## config.mk

```make
export PLATFORM = sky130hd
export DESIGN_NAME = data_path_gen
export DESIGN_NICKNAME = d
export VERILOG_FILES = /design/src/rtl/data_path_gen.sv
export SDC_FILE = /design/constraint.sdc
export NUM_CORES = 1
export LEC_CHECK = 0
export CORE_UTILIZATION = 35
export DETAILED_ROUTE_END_ITERATION = 10
export GPL_ROUTABILITY_DRIVEN = 0
export HOLD_SLACK_MARGIN = 0.05
export SLEW_MARGIN = 20
export SYNTH_ARGS = -nofsm -noshare
export SYNTH_HDL_FRONTEND = slang
export SYNTH_SLANG_ARGS = --single-unit
```

## constraint.sdc

```tcl
create_clock -name clk -period 5.4 [get_ports clk]
set_input_delay 1.08 -clock clk [delete_from_list [all_inputs] [get_ports clk]]
set_output_delay 1.08 -clock clk [all_outputs]
set_load 0.1 [all_outputs]
```

## src/rtl/data_path_gen.sv

```systemverilog
// data_path_gen: parametrised processor datapath.
// Contains a register file, an ALU with NZVC flags, PC/MAR/IR/CCR, combinational
// TO/FROM memory buses, and a two-state handshake FSM. The FSM holds back loads
// from memory until the memory read data is valid.
module data_path_gen #(
    parameter int WIDTH     = 8,
    parameter int NREGS     = 4,
    parameter int REG_SEL_W = 2     // must equal $clog2(NREGS)
) (
    input  logic                 clk,
    input  logic                 reset,                // synchronous, active low
    input  logic [WIDTH-1:0]     from_memory,
    input  logic                 mem_ready,
    input  logic                 IR_LOAD,
    input  logic                 CCR_LOAD,
    input  logic                 MAR_LOAD,
    input  logic                 PC_LOAD,
    input  logic                 PC_INC,
    input  logic                 REG_LOAD,
    input  logic [REG_SEL_W-1:0] REG_WSEL,
    input  logic [REG_SEL_W-1:0] REG_ASEL,
    input  logic [REG_SEL_W-1:0] REG_BSEL,
    input  logic [2:0]           ALU_SEL,
    input  logic [1:0]           FROM_MEMORY_BUS_SEL,
    input  logic [1:0]           TO_MEMORY_BUS_SEL,
    output logic [WIDTH-1:0]     IR,
    output logic [3:0]           CCR,
    output logic [WIDTH-1:0]     address,
    output logic [WIDTH-1:0]     to_memory,
    output logic                 mem_req,
    output logic                 busy
);

    // ALU operation codes
    localparam logic [2:0] OP_ADD  = 3'b000;
    localparam logic [2:0] OP_SUB  = 3'b001;
    localparam logic [2:0] OP_AND  = 3'b010;
    localparam logic [2:0] OP_OR   = 3'b011;
    localparam logic [2:0] OP_XOR  = 3'b100;
    localparam logic [2:0] OP_INC  = 3'b101;
    localparam logic [2:0] OP_DEC  = 3'b110;
    localparam logic [2:0] OP_PASS = 3'b111;

    // FROM bus sources
    localparam logic [1:0] FROM_ALU  = 2'b00;
    localparam logic [1:0] FROM_TO   = 2'b01;
    localparam logic [1:0] FROM_MEM  = 2'b10;
    localparam logic [1:0] FROM_ZERO = 2'b11;

    // TO bus sources
    localparam logic [1:0] TO_PC  = 2'b00;
    localparam logic [1:0] TO_RA  = 2'b01;
    localparam logic [1:0] TO_RB  = 2'b10;
    localparam logic [1:0] TO_MAR = 2'b11;

    localparam logic [WIDTH-1:0] ONE = WIDTH'(1);

    typedef enum logic [0:0] {
        ST_IDLE = 1'b0,
        ST_WAIT = 1'b1
    } state_t;

    // ------------------------------------------------------------------
    // State
    // ------------------------------------------------------------------
    state_t               state_q;
    logic                 busy_q;
    logic                 mem_req_q;

    // Control captured when a memory load has to wait
    logic                 lat_ir_load_q;
    logic                 lat_ccr_load_q;
    logic                 lat_mar_load_q;
    logic                 lat_pc_load_q;
    logic                 lat_pc_inc_q;
    logic                 lat_reg_load_q;
    logic [REG_SEL_W-1:0] lat_wsel_q;
    logic [REG_SEL_W-1:0] lat_asel_q;
    logic [REG_SEL_W-1:0] lat_bsel_q;
    logic [2:0]           lat_alu_sel_q;
    logic [1:0]           lat_to_sel_q;

    logic [WIDTH-1:0]     rf_q [NREGS];
    logic [WIDTH-1:0]     pc_q,  pc_d;
    logic [WIDTH-1:0]     mar_q, mar_d;
    logic [WIDTH-1:0]     ir_q,  ir_d;
    logic [3:0]           ccr_q, ccr_d;

    // ------------------------------------------------------------------
    // Effective controls: live inputs in IDLE, captured copy in WAIT
    // ------------------------------------------------------------------
    logic                 eff_ir_load;
    logic                 eff_ccr_load;
    logic                 eff_mar_load;
    logic                 eff_pc_load;
    logic                 eff_pc_inc;
    logic                 eff_reg_load;
    logic [REG_SEL_W-1:0] eff_wsel;
    logic [REG_SEL_W-1:0] eff_asel;
    logic [REG_SEL_W-1:0] eff_bsel;
    logic [2:0]           eff_alu_sel;
    logic [1:0]           eff_to_sel;
    logic [1:0]           eff_from_sel;

    // Choose between live and captured control depending on FSM state
    always_comb begin
        if (state_q == ST_WAIT) begin
            eff_ir_load  = lat_ir_load_q;
            eff_ccr_load = lat_ccr_load_q;
            eff_mar_load = lat_mar_load_q;
            eff_pc_load  = lat_pc_load_q;
            eff_pc_inc   = lat_pc_inc_q;
            eff_reg_load = lat_reg_load_q;
            eff_wsel     = lat_wsel_q;
            eff_asel     = lat_asel_q;
            eff_bsel     = lat_bsel_q;
            eff_alu_sel  = lat_alu_sel_q;
            eff_to_sel   = lat_to_sel_q;
            eff_from_sel = FROM_MEM;       // only memory loads are ever deferred
        end else begin
            eff_ir_load  = IR_LOAD;
            eff_ccr_load = CCR_LOAD;
            eff_mar_load = MAR_LOAD;
            eff_pc_load  = PC_LOAD;
            eff_pc_inc   = PC_INC;
            eff_reg_load = REG_LOAD;
            eff_wsel     = REG_WSEL;
            eff_asel     = REG_ASEL;
            eff_bsel     = REG_BSEL;
            eff_alu_sel  = ALU_SEL;
            eff_to_sel   = TO_MEMORY_BUS_SEL;
            eff_from_sel = FROM_MEMORY_BUS_SEL;
        end
    end

    // A memory-sourced load with no valid data yet must be deferred
    logic mem_load_req;
    logic stall_enter;
    logic commit;

    assign mem_load_req = IR_LOAD | MAR_LOAD | PC_LOAD | REG_LOAD;
    assign stall_enter  = (state_q == ST_IDLE) && (FROM_MEMORY_BUS_SEL == FROM_MEM)
                          && mem_load_req && !mem_ready;
    // Strobes act in IDLE unless deferred, and in WAIT only once data arrives
    assign commit       = (state_q == ST_IDLE) ? !stall_enter : mem_ready;

    // ------------------------------------------------------------------
    // ALU
    // ------------------------------------------------------------------
    logic [WIDTH-1:0] op_a;
    logic [WIDTH-1:0] op_b;
    logic [WIDTH-1:0] arith_b;
    logic [WIDTH:0]   add_ext;
    logic [WIDTH:0]   sub_ext;
    logic [WIDTH-1:0] alu_result;
    logic             flag_v;
    logic             flag_c;

    assign op_a = rf_q[eff_asel];
    assign op_b = rf_q[eff_bsel];

    // Compute result and V/C; inc/dec share the add/sub paths with B forced to 1
    always_comb begin
        arith_b = ((eff_alu_sel == OP_INC) || (eff_alu_sel == OP_DEC)) ? ONE : op_b;
        add_ext = {1'b0, op_a} + {1'b0, arith_b};
        sub_ext = {1'b0, op_a} - {1'b0, arith_b};   // top bit is the borrow
        alu_result = '0;
        flag_v     = 1'b0;
        flag_c     = 1'b0;
        case (eff_alu_sel)
            OP_ADD, OP_INC: begin
                alu_result = add_ext[WIDTH-1:0];
                flag_c     = add_ext[WIDTH];
                flag_v     = (op_a[WIDTH-1] == arith_b[WIDTH-1]) &&
                             (add_ext[WIDTH-1] != op_a[WIDTH-1]);
            end
            OP_SUB, OP_DEC: begin
                alu_result = sub_ext[WIDTH-1:0];
                flag_c     = sub_ext[WIDTH];
                flag_v     = (op_a[WIDTH-1] != arith_b[WIDTH-1]) &&
                             (sub_ext[WIDTH-1] != op_a[WIDTH-1]);
            end
            OP_AND:  alu_result = op_a & op_b;
            OP_OR:   alu_result = op_a | op_b;
            OP_XOR:  alu_result = op_a ^ op_b;
            OP_PASS: alu_result = op_a;
            default: alu_result = '0;
        endcase
    end

    logic [3:0] alu_flags;
    assign alu_flags = {alu_result[WIDTH-1], (alu_result == '0), flag_v, flag_c};

    // ------------------------------------------------------------------
    // Buses
    // ------------------------------------------------------------------
    logic [WIDTH-1:0] to_bus;
    logic [WIDTH-1:0] from_bus;

    // TO bus source select
    always_comb begin
        case (eff_to_sel)
            TO_PC:   to_bus = pc_q;
            TO_RA:   to_bus = op_a;
            TO_RB:   to_bus = op_b;
            TO_MAR:  to_bus = mar_q;
            default: to_bus = '0;
        endcase
    end

    // FROM bus source select; the zero source is an explicit constant
    always_comb begin
        case (eff_from_sel)
            FROM_ALU:  from_bus = alu_result;
            FROM_TO:   from_bus = to_bus;
            FROM_MEM:  from_bus = from_memory;
            FROM_ZERO: from_bus = '0;
            default:   from_bus = '0;
        endcase
    end

    // ------------------------------------------------------------------
    // Datapath registers
    // ------------------------------------------------------------------
    // Next-state for PC/MAR/IR/CCR; PC_LOAD wins over PC_INC
    always_comb begin
        pc_d  = pc_q;
        mar_d = mar_q;
        ir_d  = ir_q;
        ccr_d = ccr_q;
        if (commit) begin
            if (eff_pc_load) begin
                pc_d = from_bus;
            end else if (eff_pc_inc) begin
                pc_d = pc_q + ONE;
            end
            if (eff_mar_load) mar_d = from_bus;
            if (eff_ir_load)  ir_d  = from_bus;
            if (eff_ccr_load) ccr_d = alu_flags;
        end
    end

    // Register PC/MAR/IR/CCR
    always_ff @(posedge clk) begin
        if (!reset) begin
            pc_q  <= '0;
            mar_q <= '0;
            ir_q  <= '0;
            ccr_q <= '0;
        end else begin
            pc_q  <= pc_d;
            mar_q <= mar_d;
            ir_q  <= ir_d;
            ccr_q <= ccr_d;
        end
    end

    // One register-file entry per iteration, each with its own write decode
    generate
        for (genvar gi = 0; gi < NREGS; gi++) begin : g_rf
            logic [WIDTH-1:0] rf_d;
            assign rf_d = (commit && eff_reg_load && (eff_wsel == REG_SEL_W'(gi)))
                          ? from_bus : rf_q[gi];

            // Register-file entry storage
            always_ff @(posedge clk) begin
                if (!reset) begin
                    rf_q[gi] <= '0;
                end else begin
                    rf_q[gi] <= rf_d;
                end
            end
        end
    endgenerate

    // ------------------------------------------------------------------
    // Handshake FSM with registered busy/mem_req and control capture
    // ------------------------------------------------------------------
    // IDLE <-> WAIT sequencing; on entry to WAIT, freeze the control word
    always_ff @(posedge clk) begin
        if (!reset) begin
            state_q        <= ST_IDLE;
            busy_q         <= 1'b0;
            mem_req_q      <= 1'b0;
            lat_ir_load_q  <= 1'b0;
            lat_ccr_load_q <= 1'b0;
            lat_mar_load_q <= 1'b0;
            lat_pc_load_q  <= 1'b0;
            lat_pc_inc_q   <= 1'b0;
            lat_reg_load_q <= 1'b0;
            lat_wsel_q     <= '0;
            lat_asel_q     <= '0;
            lat_bsel_q     <= '0;
            lat_alu_sel_q  <= '0;
            lat_to_sel_q   <= '0;
        end else begin
            case (state_q)
                ST_IDLE: begin
                    if (stall_enter) begin
                        state_q        <= ST_WAIT;
                        busy_q         <= 1'b1;
                        mem_req_q      <= 1'b1;
                        lat_ir_load_q  <= IR_LOAD;
                        lat_ccr_load_q <= CCR_LOAD;
                        lat_mar_load_q <= MAR_LOAD;
                        lat_pc_load_q  <= PC_LOAD;
                        lat_pc_inc_q   <= PC_INC;
                        lat_reg_load_q <= REG_LOAD;
                        lat_wsel_q     <= REG_WSEL;
                        lat_asel_q     <= REG_ASEL;
                        lat_bsel_q     <= REG_BSEL;
                        lat_alu_sel_q  <= ALU_SEL;
                        lat_to_sel_q   <= TO_MEMORY_BUS_SEL;
                    end
                end
                ST_WAIT: begin
                    if (mem_ready) begin
                        state_q   <= ST_IDLE;
                        busy_q    <= 1'b0;
                        mem_req_q <= 1'b0;
                    end
                end
                default: begin
                    state_q   <= ST_IDLE;
                    busy_q    <= 1'b0;
                    mem_req_q <= 1'b0;
                end
            endcase
        end
    end

    // ------------------------------------------------------------------
    // Outputs
    // ------------------------------------------------------------------
    assign IR        = ir_q;
    assign CCR       = ccr_q;
    assign address   = mar_q;
    assign to_memory = to_bus;
    assign busy      = busy_q;
    assign mem_req   = mem_req_q;

endmodule

```

==> summary.txt, run 1 <==
final number of hold-violating endpoints - 0
power per cell area - 305 nW/µm²
PostCTS Resize Cnt - 0
final core utilization - 43.5%
unrepaired setup endpoints after global routing - false
Initial Utilization - 35.7%
Fill cells - 1570
vias in the first global route - 5176
first-pass GRT wire length - 27400 µm
worst skew pair latency - 340 ps
Slew @ Worst Pin - 1010 ps
CP max FO - 6
Final WS setup - 517 ps
Post-CTS Setup Bufs - 0
hold buffer count at CTS - 0
clock-pin slew on the worst setup and hold paths - 60 ps
worst hold margin - 480 ps
GR Util met3 - 2.39%
drt wl/cell - 18.7 µm
sequential power share - 32.9%
Min-Delay Path Class - flip-flop to flip-flop
number of synthesized flops with an enable pin - 32
CTS tree - built
Main synth FF type - dfxtp_1
met1 GRT Util - 28.0%
drt first pass iters - 6
final cycle utilization of the critical path - 90.4%
DIE WIDTH - 129 µm
clock share of power - 29.8%
dpl cell area - 6590 µm²
Finish-stage setup viols - 0
Worst IR Drop VDD - 239 µV
worst reg-to-reg setup slack - 880 ps
Switching Share - 37.7%
fmax - 205 MHz
Synth warnings - 0
Die Ht - 129 µm
Netlist cell types - 66
Total GRT Usage - 21.6%
cell area after synthesis - 5680 µm²
full die area - 16700 µm²
Clock Tree Buf Depth - 2
outcome - complete, no violations
ratio of cells with drive above 1 in the final layout - 11.3%
GRT Residual Overflow - 0
maxcap violations - 0
number of core rows - 46
sequential cell area fraction in the yosys report - 33.5%
Seq cells post-synth - 79
Post-synth ARST share - 0%
Slew headroom - 32.4%
final max-slew violation count - 0
I/O pin cnt - 60
Syn Inst Count - 643
TritonCTS buffer count - 9
1st-iter DRT viols - 429
clock skew - 9.48 ps
initial antenna violation count - 0
CP Capture Type - flip-flop
Worst Hold Depth - 2
Net Sw Power - 794 µW
Setup crit start - REG_BSEL[0]
worst reg2reg path depth - 16
Worst setup endpoint - rf_q[2][4]
Tmin final - 4880 ps
Pint - 1310 µW
Clock Sinks - 79
Routed Antenna Nets - 0
nets - 777
largest net degree at the start of global routing - 31
Mapped Nets - 708
Root Buffer - clkbuf_16
Placement Setup Slack - 208 ps
WP data arrival - 4970 ps
type of origin of the critical path - primary input
Pleak - 0.00265 µW
Vias/cell - 5.78
fin area - 6900 µm²
commonest cells after routing, fill and taps aside - nand2_1, a21oi_1, o21ai_0
commonest non-fill, non-tap cell in the layout - nand2_1
H-tree depth - 3
worst r2r src - state_q
Setup Crit Path Kind - primary input to flip-flop
setup TNS - 0 ps
Area growth, synth to finish - 21.6%
FF-to-FF End - rf_q[2][4]
total number of vias - 5392
Worst EP required - 5490 ps
Routed WL - 17500 µm
met2 usage - 35.9%
Antenna Cells - 0
Combinational Power Share - 37.4%
DPL Wire Length - 13300 µm
Buffers on Ports - 59
GRT busiest layer - met2
# DRC - 0
average cell area after synthesis - 8.83 µm²
core area - 15900 µm²
-- final cells by class --
cell class | count | area [µm²] | share of cell area [%]
Clock inverter | 3 | 42.5 | 0.616
Clock buffer | 13 | 262 | 3.79
Timing Repair Buffer | 89 | 796 | 11.5
Inverter | 41 | 154 | 2.23
Tap cell | 216 | 270 | 3.91
Sequential cell | 79 | 1900 | 27.5
Multi-Input combinational cell | 492 | 3480 | 50.4
-- power by group through the flow --
stage	clock, µW	combinational [µW]	sequential [µW]
3_3_place_gp	0	762	701
5_1_grt	662	843	694
3_5_place_dp	0	773	702
6_report	627	787	692
4_1_cts	637	778	690
2_1_floorplan	0	445	798
-- stage by stage --
stage / total power, µW / instances
6_report: 2110 / 933
5_1_grt: 2200 / 933
4_1_cts: 2100 / 933
3_5_place_dp: 1480 / 917
3_3_place_gp: 1460 / 917
2_1_floorplan: 1240 / 643
-- worst min-delay path by stage --
| stage | slack (ps) | from | endpoint |
|---|---|---|---|
| floorplan | 450 | lat_bsel_q[1] | lat_bsel_q[1] |
| detailed placement | 470 | lat_pc_inc_q | lat_pc_inc_q |
| global route | 500 | lat_bsel_q[1] | lat_bsel_q[1] |
| global placement | 460 | lat_pc_inc_q | lat_pc_inc_q |
| finish | 480 | lat_pc_inc_q | lat_pc_inc_q |
| CTS | 480 | lat_pc_inc_q | lat_pc_inc_q |
-- critical path, stage by stage --
cell and delay [ps]:
clkdlybuf4s50_1 440, mux2i_2 350, buf_4 230, mux4_2 560, nand2_1 120, inv_1 100
fa_1 440, nand2b_1 170, a21oi_1 210, xor2_1 100, a221oi_1 400, nor3_1 140
a221oi_1 340, buf_4 220, nor2_1 50
-- layer usage --
metal	vias up	wire length, µm
met5	-	0
met4	0	553
met3	37	966
met2	251	8320
met1	2572	7640
li1	2532	-
-- cell families (layout without fill, tap and decap cells) --
| family | Yosys count | count (layout) | synth area share [%] |
|---|---|---|---|
| AND/OR/NAND/NOR | 204 | 204 | 16.6 |
| flip-flops | 79 | 79 | 33.5 |
| buffers and inverters | 72 | 146 | 5.31 |
| XOR/XNOR | 9 | 9 | 1.39 |
| AO/OA/AOI/OAI | 197 | 197 | 22.2 |
| adder cells (fa/ha/maj) | 35 | 35 | 7.98 |
| multiplexers | 47 | 47 | 13.1 |
-- flip-flops by register name (all words and copies together), names as in the netlist --
name,flops
rf_q,32
IR,8
address,8
pc_q,8
CCR,4
lat_alu_sel_q,3
lat_asel_q,2
lat_bsel_q,2
lat_to_sel_q,2
lat_wsel_q,2
lat_ccr_load_q,1
lat_ir_load_q,1
lat_mar_load_q,1
lat_pc_inc_q,1
lat_pc_load_q,1
lat_reg_load_q,1
mem_req,1
state_q,1
-- synthesized netlist by cell type, types with 2 or more instances --
cell | count | area share [%]
a211o_1 | 2 | 0.31
a211oi_1 | 15 | 2.0
a21boi_0 | 2 | 0.26
a21o_1 | 4 | 0.53
a21oi_1 | 57 | 5.0
a221o_1 | 2 | 0.35
a221oi_1 | 10 | 1.5
a311oi_1 | 5 | 0.77
a31oi_1 | 9 | 0.99
a32o_1 | 3 | 0.53
a32oi_1 | 4 | 0.62
and2_1 | 15 | 1.7
and3_1 | 6 | 0.66
buf_2 | 2 | 0.18
buf_4 | 2 | 0.26
buf_6 | 2 | 0.40
clkbuf_1 | 23 | 1.5
dfxtp_1 | 47 | 17
edfxtp_1 | 32 | 17
fa_1 | 2 | 0.71
ha_1 | 33 | 7.3
inv_1 | 40 | 2.6
mux2_2 | 6 | 1.2
mux2i_1 | 21 | 3.7
mux2i_4 | 2 | 0.79
mux4_1 | 6 | 2.8
mux4_2 | 11 | 4.4
nand2_1 | 68 | 4.5
nand2b_1 | 10 | 1.1
nand3_1 | 15 | 1.3
nand4_1 | 2 | 0.22
nor2_1 | 53 | 3.5
nor3_1 | 20 | 1.8
nor3b_1 | 2 | 0.26
o211ai_1 | 4 | 0.53
o21a_1 | 2 | 0.26
o21ai_0 | 55 | 4.9
o21bai_1 | 2 | 0.26
o221ai_1 | 4 | 0.62
o22ai_1 | 2 | 0.22
o32ai_1 | 2 | 0.31
or3_1 | 8 | 0.88
xnor2_1 | 4 | 0.62
xor2_1 | 5 | 0.77
Power figures use the tool's default switching activity.
==> run 2, diff against run 1 <==
--- a/config.mk
+++ b/config.mk
@@ -5,8 +5,10 @@
 export SDC_FILE = /design/constraint.sdc
 export NUM_CORES = 1
 export LEC_CHECK = 0
+export CORE_MARGIN = 8
 export CORE_UTILIZATION = 35
 export DETAILED_ROUTE_END_ITERATION = 10
+export DONT_BUFFER_PORTS = 1
 export GPL_ROUTABILITY_DRIVEN = 0
 export HOLD_SLACK_MARGIN = 0.05
 export SLEW_MARGIN = 20
==> constraint.sdc (replaced) <==
create_clock -name clk -period 5.6 [get_ports clk]
set_input_delay 1.12 -clock clk [delete_from_list [all_inputs] [get_ports clk]]
set_output_delay 1.12 -clock clk [all_outputs]
set_load 0.1 [all_outputs]
==> summary.txt, run 2 (synthesis gave the netlist of run 1 again) <==
maxcap violations - 0
Finish-stage setup viols - 0
CTS tree - built
number of core rows - 46
total design power - 1920 µW
clock-pin slew on the worst setup and hold paths - 60 ps
Post-CTS Setup Bufs - 0
Vias/cell - 5.81
CP Capture Type - flip-flop
power per cell area - 304 nW/µm²
CP max FO - 20
PostCTS Resize Cnt - 0
first-pass GRT wire length - 27100 µm
hold buffer count at CTS - 0
TritonCTS buffer count - 9
setup TNS - 0 ps
Tmin final - 4800 ps
DIE WIDTH - 143 µm
Pleak - 0.00240 µW
Worst EP required - 5770 ps
clock skew - 9.34 ps
core area - 15900 µm²
ratio of cells with drive above 1 in the final layout - 11.3%
Worst IR Drop VDD - 226 µV
largest reg by FF count - rf_q
Buffers on Ports - 0
CP Cell Sequence - buf_4 -> mux2i_4 -> mux4_1 -> ha_1 -> nand2b_1 -> a21oi_1 -> o31ai_1 -> a2111oi_0 -> a221oi_1 -> a31oi_1 -> a211oi_1
largest net degree at the start of global routing - 31
Clock Sinks - 79
drt wl/cell - 19.6 µm
Routed Antenna Nets - 0
Min-Delay Path Class - flip-flop to flip-flop
outcome - complete, no violations
type of origin of the critical path - flip-flop
Area growth, synth to finish - 11.4%
final max-slew violation count - 0
placed cell count - 854
CP max stage delay - 700 ps
fin cells - 872
max reg flops - 32
commonest cells after routing, fill and taps aside - nand2_1, a21oi_1, o21ai_0
commonest non-fill, non-tap cell in the layout - nand2_1
drt first pass iters - 5
final core utilization - 39.8%
Total GRT Usage - 16.9%
Initial Utilization - 35.7%
WP data arrival - 4970 ps
DPL Wire Length - 13300 µm
GRT Residual Overflow - 0
highest-delay cell along the critical path - dfxtp_1
fmax - 208 MHz
Slew headroom - 25.8%
I/O pin cnt - 60
Fill cells - 1584
final number of hold-violating endpoints - 0
Routed WL - 17100 µm
nets - 714
final cycle utilization of the critical path - 85.8%
1st-iter DRT viols - 375
worst skew pair latency - 340 ps
total number of vias - 5066
# DRC - 0
vias in the first global route - 5022
initial antenna violation count - 2
Setup Crit Path Kind - flip-flop to flip-flop
unrepaired setup endpoints after global routing - false
Root Buffer - clkbuf_16
H-tree depth - 3
Clock Tree Buf Depth - 2
Die Ht - 143 µm
Slew @ Worst Pin - 1110 ps
full die area - 20500 µm²
worst hold margin - 476 ps
-- run 2: final cells by class --
| cell class | count | area, µm² | share of cell area, % |
|---|---|---|---|
| clock buffers | 9 | 225 | 3.56 |
| multi-input cells | 492 | 3510 | 55.5 |
| diodes | 2 | 5.00 | 0.0792 |
| flip-flops and latches | 79 | 1900 | 30.1 |
| clock inverters | 7 | 61.3 | 0.970 |
| inverters | 41 | 154 | 2.44 |
| well taps | 216 | 270 | 4.28 |
| repair buffers | 26 | 195 | 3.09 |
-- run 2: final timing paths --
path	from	end	slack, ps	depth (start not counted)
max	state_q	rf_q[3][7]	800	11
min	lat_pc_inc_q	lat_pc_inc_q	480	2
max reg2reg	state_q	rf_q[3][7]	800	11
min reg2reg	lat_pc_inc_q	lat_pc_inc_q	480	2
-- run 2: worst max-delay path, delay by kind of cell (launching register included) --
family / cells / cell delay, ps
flip-flops: 1 / 700
multiplexers: 2 / 1010
AND/OR/NAND/NOR: 1 / 100
adder cells (fa/ha/maj): 1 / 370
buffers and inverters: 1 / 400
AO/OA/AOI/OAI: 6 / 2040
-- run 2: per-stage QoR --
| stage | worst slack (ps) | instance area, µm² |
|---|---|---|
| CTS | 887 | 6310 |
| global route | 543 | 6320 |
| global placement | 793 | 6030 |
| detailed placement | 688 | 6030 |
| finish | 796 | 6320 |
| floorplan | 759 | 5680 |
-- run 2: report_power, final --
group / switching, µW / total, µW / internal, µW
registers: 142 / 778 / 637
logic: 366 / 565 / 200
clock network: 234 / 575 / 341
-- run 2: per-layer routing --
metal / up-vias / global-route usage (%) / wire [µm]
met1: 2476 / 19.9 / 7300
met3: 32 / 3.55 / 998
met5: - / 0 / 0
met4: 0 / 7.53 / 459
met2: 157 / 29.1 / 8340
li1: 2401 / - / -
==> run 3, diff against run 2 <==
--- a/config.mk
+++ b/config.mk
@@ -7,8 +7,8 @@
 export LEC_CHECK = 0
 export CORE_MARGIN = 8
 export CORE_UTILIZATION = 35
+export CTS_CLUSTER_SIZE = 30
 export DETAILED_ROUTE_END_ITERATION = 10
-export DONT_BUFFER_PORTS = 1
 export GPL_ROUTABILITY_DRIVEN = 0
 export HOLD_SLACK_MARGIN = 0.05
 export SLEW_MARGIN = 20
==> summary.txt, run 3 (synthesis gave the netlist of run 1 again) <==
outcome - complete, no violations
Min-Delay Path Class - flip-flop to flip-flop
final cycle utilization of the critical path - 87.0%
GRT Residual Overflow - 0
drt first pass iters - 5
largest reg by FF count - rf_q
fmax - 205 MHz
fin cells - 928
CP max stage delay - 740 ps
# DRC - 0
Clock Sinks - 79
register area - 1900 µm²
commonest cells after routing, fill and taps aside - nand2_1, a21oi_1, o21ai_0
full die area - 20500 µm²
area of the multi-input gates - 3470 µm²
hold buffer count at CTS - 0
largest net degree at the start of global routing - 31
core area - 15900 µm²
Vias/cell - 5.73
stages on the worst setup path - 12
Pleak - 0.00265 µW
total number of vias - 5321
CTS tree - built
WP data arrival - 4960 ps
Post-CTS Setup Bufs - 0
power per cell area - 306 nW/µm²
Worst Hold Depth - 2
Slew headroom - 33.7%
maxcap violations - 0
first-pass GRT wire length - 27800 µm
DIE WIDTH - 143 µm
Die Ht - 143 µm
Slew @ Worst Pin - 991 ps
unrepaired setup endpoints after global routing - false
Initial Utilization - 35.7%
Worst IR Drop VDD - 244 µV
TritonCTS buffer count - 9
CP Capture Type - flip-flop
1st-iter DRT viols - 475
H-tree depth - 3
Total GRT Usage - 17.3%
number of core rows - 46
DPL Wire Length - 13300 µm
Setup Crit Path Kind - primary input to flip-flop
CP most frequent cell - a221oi_1
Root Buffer - clkbuf_16
Routed Antenna Nets - 0
nets - 772
setup TNS - 0 ps
Antenna Cells - 0
placed cell count - 912
ratio of cells with drive above 1 in the final layout - 11.0%
Buf/Inv on CP - 2
CP max FO - 8
drt wl/cell - 18.8 µm
worst skew pair latency - 350 ps
clock-pin slew on the worst setup and hold paths - 60 ps
commonest non-fill, non-tap cell in the layout - nand2_1
Tmin final - 4870 ps
final max-slew violation count - 0
Routed WL - 17400 µm
CP Cell Sequence - clkdlybuf4s50_1 -> mux2i_4 -> mux4_1 -> ha_1 -> nand2_1 -> o21ai_0 -> xor2_1 -> a221oi_1 -> nor3_1 -> a221oi_1 -> buf_4 -> nor2_1
Clock Tree Buf Depth - 2
Worst EP required - 5690 ps
vias in the first global route - 5168
Top delay family on crit path - multiplexers
highest-delay cell along the critical path - mux4_1
I/O pin cnt - 60
max reg flops - 32
PostCTS Resize Cnt - 0
Finish-stage setup viols - 0
Buffers on Ports - 59
final number of hold-violating endpoints - 0
Fill cells - 1558
Area growth, synth to finish - 21.8%
worst reg2reg path depth - 12
initial antenna violation count - 0
clock skew - 9.60 ps
type of origin of the critical path - primary input
[run 3: cell count changes in the layout (fill, tap and decap cells not counted), sizes merged]
| cell | before | now |
|---|---|---|
| buf | 26 | 33 |
| diode | 2 | 0 |
| clkinv | 6 | 3 |
| bufinv | 1 | 3 |
| clkbuf | 9 | 10 |
| clkdlybuf4s50 | 0 | 51 |
[run 3: final cells by class]
cell class,count,area share [%]
tap,216,3.91
clock buffer,10,3.46
sequential,79,27.5
timing repair buffer,84,11.0
clock inverter,6,1.68
inverter,41,2.23
multi-input combinational,492,50.3
[run 3: routing by layer]
layer | wire [µm] | GRT usage (%) | vias up | part of all wire [%]
li1 | - | - | 2512 | -
met1 | 7640 | 21.7 | 2563 | 44
met2 | 8320 | 28.3 | 209 | 48
met3 | 963 | 3.19 | 37 | 5.5
met4 | 516 | 7.69 | 0 | 3.0
met5 | 0 | 0 | - | 0
[run 3: stage by stage]
step | power, µW | area (µm²) | utilization, % | hold slack (ps) | setup WS (ps)
after CTS | 2110 | 6910 | 43.5 | 481 | 751
after floorplan | 1200 | 5680 | - | 453 | 759
final | 2110 | 6910 | 43.5 | 481 | 726
after global placement | 1400 | 6560 | 41.3 | 461 | 490
after global routing | 2210 | 6910 | 43.5 | 511 | 421
after detailed placement | 1410 | 6560 | 41.3 | 472 | 404
[run 3: final timing paths]
path                 from            to  slack [ps]
min reg2reg  lat_pc_inc_q  lat_pc_inc_q         480
max reg2reg       state_q    rf_q[1][3]        1230
min          lat_pc_inc_q  lat_pc_inc_q         480
max           REG_ASEL[0]    rf_q[1][3]         730
[run 3: report_power, final]
part           switching (µW)  total (µW)  internal [µW]
clock network             252         704            451
logic                     495         744            249
registers                28.5         665            636
total                     776        2110           1340
[run 3: tightest hold or removal path: cells and delay by family, from the launching register on]
family,cells,cell delay (ps)
AO/OA/AOI/OAI,2,130
flip-flops,1,310
